$ cat config.mk
export PLATFORM = sky130hd
export DESIGN_NAME = axi4_lite_arbiter
export DESIGN_NICKNAME = d
export VERILOG_FILES = /design/src/rtl/axi4_lite_arbiter.sv
export SDC_FILE = /design/constraint.sdc
export NUM_CORES = 1
export LEC_CHECK = 0
export CORE_AREA = 2 2 140 142
export DETAILED_ROUTE_END_ITERATION = 10
export DIE_AREA = 0 0 142 144
export PLACE_DENSITY = 0.45
export SYNTH_ARGS = -nofsm -noshare
export SYNTH_HDL_FRONTEND = slang
export SYNTH_SLANG_ARGS = --single-unit
$ cat constraint.sdc
create_clock -name ACLK -period 3.6 [get_ports ACLK]
set_clock_uncertainty 0.2 [all_clocks]
set_input_delay 0.36 -clock ACLK [delete_from_list [all_inputs] [get_ports ACLK]]
set_output_delay 0.36 -clock ACLK [all_outputs]
set_load 0.02 [all_outputs]
$ cat src/rtl/axi4_lite_arbiter.sv
// ============================================================================
// axi4_lite_arbiter : two-master (I-cache read, D-cache read/write) to one
// AXI4-Lite slave port. Only one transaction is in flight on the slave side.
// Build option: ARB_FIXED_PRIO_EN (M1 always beats M0, no round-robin state).
// Revision: 1.0
// ============================================================================
`default_nettype none

module axi4_lite_arbiter #(
  parameter int DATA_W = 32,
  parameter int ADDR_W = 32
) (
  input  logic                ACLK,
  input  logic                ARESETn,
  // master 0 (I-cache) read
  input  logic                M0_AR_VALID,
  output logic                M0_AR_READY,
  input  logic [ADDR_W-1:0]   M0_AR_ADDR,
  output logic                M0_R_VALID,
  input  logic                M0_R_READY,
  output logic [DATA_W-1:0]   M0_R_DATA,
  // master 1 (D-cache) read
  input  logic                M1_AR_VALID,
  output logic                M1_AR_READY,
  input  logic [ADDR_W-1:0]   M1_AR_ADDR,
  output logic                M1_R_VALID,
  input  logic                M1_R_READY,
  output logic [DATA_W-1:0]   M1_R_DATA,
  // master 1 write
  input  logic                M1_AW_VALID,
  output logic                M1_AW_READY,
  input  logic [ADDR_W-1:0]   M1_AW_ADDR,
  input  logic                M1_W_VALID,
  output logic                M1_W_READY,
  input  logic [DATA_W-1:0]   M1_W_DATA,
  input  logic [DATA_W/8-1:0] M1_W_STRB,
  output logic                M1_B_VALID,
  input  logic                M1_B_READY,
  // shared slave-side port
  output logic                S_AR_VALID,
  input  logic                S_AR_READY,
  output logic [ADDR_W-1:0]   S_AR_ADDR,
  input  logic                S_R_VALID,
  output logic                S_R_READY,
  input  logic [DATA_W-1:0]   S_R_DATA,
  output logic                S_AW_VALID,
  input  logic                S_AW_READY,
  output logic [ADDR_W-1:0]   S_AW_ADDR,
  output logic                S_W_VALID,
  input  logic                S_W_READY,
  output logic [DATA_W-1:0]   S_W_DATA,
  output logic [DATA_W/8-1:0] S_W_STRB,
  input  logic                S_B_VALID,
  output logic                S_B_READY,
  output logic [1:0]          GNT
);

  typedef enum logic [2:0] {
    IDLE    = 3'd0,
    RD_ADDR = 3'd1,
    RD_DATA = 3'd2,
    WR_XFER = 3'd3,
    WR_RESP = 3'd4
  } state_t;

  state_t     state_q;
  logic [1:0] gnt_q;
  logic       aw_done_q;
  logic       w_done_q;
`ifndef ARB_FIXED_PRIO_EN
  logic       last_q;   // 0 = M0 owned last, 1 = M1 owned last
`endif

  logic own0, own1;
  logic in_rd_addr, in_rd_data, in_wr_xfer, in_wr_resp;
  logic m1_req, pick_m1_d;
  logic ar_hs, r_hs, aw_hs, w_hs, b_hs;

  assign own0       = gnt_q[0];
  assign own1       = gnt_q[1];
  assign in_rd_addr = (state_q == RD_ADDR);
  assign in_rd_data = (state_q == RD_DATA);
  assign in_wr_xfer = (state_q == WR_XFER);
  assign in_wr_resp = (state_q == WR_RESP);
  assign GNT        = gnt_q;

  // M1 competes with either channel; its own write beats its own read later.
  always_comb begin
    m1_req = M1_AW_VALID | M1_AR_VALID;
`ifdef ARB_FIXED_PRIO_EN
    pick_m1_d = m1_req;
`else
    pick_m1_d = m1_req & (~M0_AR_VALID | ~last_q);
`endif
  end

  // read path routing
  assign S_AR_VALID  = in_rd_addr & (own1 ? M1_AR_VALID : M0_AR_VALID);
  assign S_AR_ADDR   = own0 ? M0_AR_ADDR : (own1 ? M1_AR_ADDR : '0);
  assign M0_AR_READY = in_rd_addr & own0 & S_AR_READY;
  assign M1_AR_READY = in_rd_addr & own1 & S_AR_READY;
  assign S_R_READY   = in_rd_data & (own1 ? M1_R_READY : M0_R_READY);
  assign M0_R_VALID  = in_rd_data & own0 & S_R_VALID;
  assign M1_R_VALID  = in_rd_data & own1 & S_R_VALID;
  assign M0_R_DATA   = own0 ? S_R_DATA : '0;
  assign M1_R_DATA   = own1 ? S_R_DATA : '0;

  // write path routing; a finished channel stays masked until the response
  assign S_AW_VALID  = in_wr_xfer & ~aw_done_q & M1_AW_VALID;
  assign M1_AW_READY = in_wr_xfer & ~aw_done_q & S_AW_READY;
  assign S_W_VALID   = in_wr_xfer & ~w_done_q & M1_W_VALID;
  assign M1_W_READY  = in_wr_xfer & ~w_done_q & S_W_READY;
  assign S_AW_ADDR   = own1 ? M1_AW_ADDR : '0;
  assign S_W_DATA    = own1 ? M1_W_DATA : '0;
  assign S_W_STRB    = own1 ? M1_W_STRB : '0;
  assign M1_B_VALID  = in_wr_resp & S_B_VALID;
  assign S_B_READY   = in_wr_resp & M1_B_READY;

  assign ar_hs = S_AR_VALID & S_AR_READY;
  assign r_hs  = S_R_READY & S_R_VALID;
  assign aw_hs = S_AW_VALID & S_AW_READY;
  assign w_hs  = S_W_VALID & S_W_READY;
  assign b_hs  = S_B_READY & S_B_VALID;

  always_ff @(posedge ACLK or negedge ARESETn) begin
    if (!ARESETn) begin
      state_q   <= IDLE;
      gnt_q     <= 2'b00;
      aw_done_q <= 1'b0;
      w_done_q  <= 1'b0;
`ifndef ARB_FIXED_PRIO_EN
      last_q    <= 1'b0;
`endif
    end else begin
      case (state_q)
        IDLE: begin
          if (pick_m1_d) begin
            gnt_q   <= 2'b10;
            state_q <= M1_AW_VALID ? WR_XFER : RD_ADDR;
`ifndef ARB_FIXED_PRIO_EN
            last_q  <= 1'b1;
`endif
          end else if (M0_AR_VALID) begin
            gnt_q   <= 2'b01;
            state_q <= RD_ADDR;
`ifndef ARB_FIXED_PRIO_EN
            last_q  <= 1'b0;
`endif
          end
        end
        RD_ADDR: begin
          if (ar_hs) state_q <= RD_DATA;
        end
        RD_DATA: begin
          if (r_hs) begin
            state_q <= IDLE;
            gnt_q   <= 2'b00;
          end
        end
        WR_XFER: begin
          if (aw_hs) aw_done_q <= 1'b1;
          if (w_hs)  w_done_q  <= 1'b1;
          if ((aw_done_q | aw_hs) && (w_done_q | w_hs)) state_q <= WR_RESP;
        end
        WR_RESP: begin
          if (b_hs) begin
            state_q   <= IDLE;
            gnt_q     <= 2'b00;
            aw_done_q <= 1'b0;
            w_done_q  <= 1'b0;
          end
        end
        default: begin
          state_q <= IDLE;
          gnt_q   <= 2'b00;
        end
      endcase
    end
  end

endmodule

`default_nettype wire

==> flow_metrics.tcl <==
set metrics [dict create \
    synth_area_um2 1803 \
    drt_iter0_drc 80 \
    fillCellCount 2024 \
    drive_gt1_share_pct 2.530 \
    rsz0062_at_grt "false" \
    setup_slack_ns 0.6861 \
    area_growth_pct 214.2 \
    clockRootBuffer "clkbuf_16" \
    die_w_um 142 \
    cp.required_ns 3.04 \
    max-slew-margin-rel_pct 61.68 \
    cts_tree "done" \
    placed_cell_area_um2 5583 \
    antenna_found_initial 1 \
    rows 51 \
    dp_hpwl_um 12110 \
    p_leak_nw 2.126 \
    min_path_type "input pin to async pin" \
    path_delay_family "buffers and inverters" \
    io_pins 356 \
    dp.cells 827 \
    tightestPinTransition_ns 0.5748 \
    start_kind "flip-flop" \
    grt_pass1_wl_um 19410 \
    place.port_buffers 355 \
    timing.fmax_ghz 0.3432 \
    synth_cell_types 32 \
    final-setup-viol-count 0 \
    final_cell_mix "clkdlybuf4s50_1 (355), and2_1 (135), a22o_1 (33)" \
    cts_inserted_buffers 3 \
    die_height_um 144 \
    worstPathArrival_ns 2.35 \
    ir_drop_v 0.0001344 \
    crit_chain "buf_4, and3_1, clkdlybuf4s50_1" \
    slew_viol_final 0 \
    critPathMaxFanout 76 \
    path_buf_inv 2 \
    drc_errors 0 \
    cts_resized 0 \
    gp_congestion 0.7528 \
    critical_path.slowest_cell "dfrtp_2" \
    cts_setup_buffers 0 \
    cts.sinks 8 \
    ys_warn_count 0 \
    period_minus_slack_ns 2.914 \
    final_common_cell "clkdlybuf4s50_1" \
    grt_pass1_vias 3102 \
    clockBufferDepth 2 \
    critical_path_class "flip-flop to output pin" \
    die_area_um2 20450 \
    syn_area_per_cell_um2 7.071 \
    slowest_delay_ns 0.65 \
    tns_ns 0 \
    fin_crit_sh_pct 80.94 \
    finalWirelength_um 14240 \
    instances_no_fill 832 \
    ant_nets 0 \
    nets 772 \
    dp_slack_ns 0.8967 \
    ys_ff_latch 8 \
    routed-via-count 3107 \
    coreArea_um2 19080 \
    drv_cap 0 \
    ys_seq_area_share_pct 11.10 \
    clk_pin_slew_ns 0.04 \
    stdcell_area_um2 5664 \
    grt_max_degree 77 \
    rrSetupSlack_ns 1.47 \
    ctsHoldBuffers 0 \
    netlist_instances 255 \
    wl_per_cell_um 17.12 \
    clk_latency_ns 0.24 \
    hold_violations 0 \
    end_kind "output pin" \
    status "complete, no violations" \
    gr-total-overflow 0 \
    post-route-util_pct 29.69 \
    htree_levels 1 \
    vias_per_cell 3.734 \
    start_util_pct 9.450 \
    power_density_nw_per_um2 503.8 \
    grt_usage_pct 12.35 \
    firstDrtPassIters 4 \
    synth_nets 433 \
]
[synthesized netlist by cell type, drive strengths merged]
cell type  number  share of area, %
dfrtp           8                11
a21boi          1              0.62
a22oi           1              0.42
or2             1              0.35
nor2            3              0.62
a21oi           7               1.9
a211o           1              0.49
nor3b           7               3.2
mux2            3               1.9
nand2b          1              0.35
and3b           1              0.49
and2          135                47
o21a            2              0.83
a22o           33                16
a2bb2oi         1              0.49
inv             3              0.62
nor3            6               1.7
nor2b           1              0.35
o21ai           2              0.56
and3            3               1.0
nor4            1               1.2
mux2i           2               1.1
or3             1              0.35
nand3           1              0.28
a31oi           2              0.69
buf             3               1.1
clkbuf         21               4.4
nand2           3              0.62
nand3b          1              0.42
[cell families (layout without fill, tap and decap cells)]
group | after synthesis | count (layout) | synth area share [%]
AOI/OAI and AO/OA | 50 | 50 | 22.07
muxes | 5 | 5 | 2.984
buffers and inverters | 27 | 365 | 6.107
other | 0 | 1 | 0
and+or+nand+nor | 165 | 165 | 57.74
DFF | 8 | 8 | 11.10
[report_power, final]
group	internal [mW]	switching (mW)	leakage, nW
clock	0.148	0.0488	0.0382
sequential	0.130	0.118	0.0962
combinational	1.23	1.18	1.99
[routing by layer]
layer,GRT usage [%],up-vias,wire length [um]
li1,-,1540,-
met1,15.03,1403,5791
met2,22.60,158,7250
met3,2.980,6,1095
met4,1.579,0,106
met5,0,-,0
[final cells by class]
type	instances	area, um2	share of cell area [%]
Clock buffer	4	78.83	1.392
Timing Repair Buffer	358	3576	63.13
Tap cell	238	297.8	5.257
Antenna cell	1	2.502	0.04418
Multi-Input combinational cell	220	1495	26.40
Sequential cell	8	202.7	3.579
Inverter	3	11.26	0.1988
[worst register-to-register path: stages, from the launching register on]
cell	delay (ns)
dfrtp_2	0.65
mux2i_1	0.19
o21a_1	0.25
nor4_4	0.37
mux2_1	0.36
[path summary, 6_finish.rpt]
| path | start | end | cells past startpoint |
|---|---|---|---|
| max | GNT[1]$_DFFE_PN0P_ | M1_R_VALID | 3 |
| max reg2reg | GNT[1]$_DFFE_PN0P_ | state_q[1]$_DFFE_PN0P_ | 4 |
| max in group asynchronous | ARESETn | GNT[1]$_DFFE_PN0P_ | 1 |
| min reg2reg | last_q$_DFFE_PN0P_ | last_q$_DFFE_PN0P_ | 2 |
| min | ARESETn | last_q$_DFFE_PN0P_ | 1 |
| min in group ACLK | last_q$_DFFE_PN0P_ | last_q$_DFFE_PN0P_ | 2 |
[state kept, by name (all words and copies together), names as in the netlist]
name,cells
state_q,3
GNT,2
aw_done_q,1
last_q,1
w_done_q,1
[stage by stage]
step	hold slack, ns	total power [mW]
after floorplan	-0.1356	1.455
after global placement	0.3276	2.679
after detailed placement	0.3430	2.683
after CTS	0.2369	2.897
after global routing	0.2602	3.039
final	0.2233	2.854
Note: power is estimated with default switching activity, not from simulation.
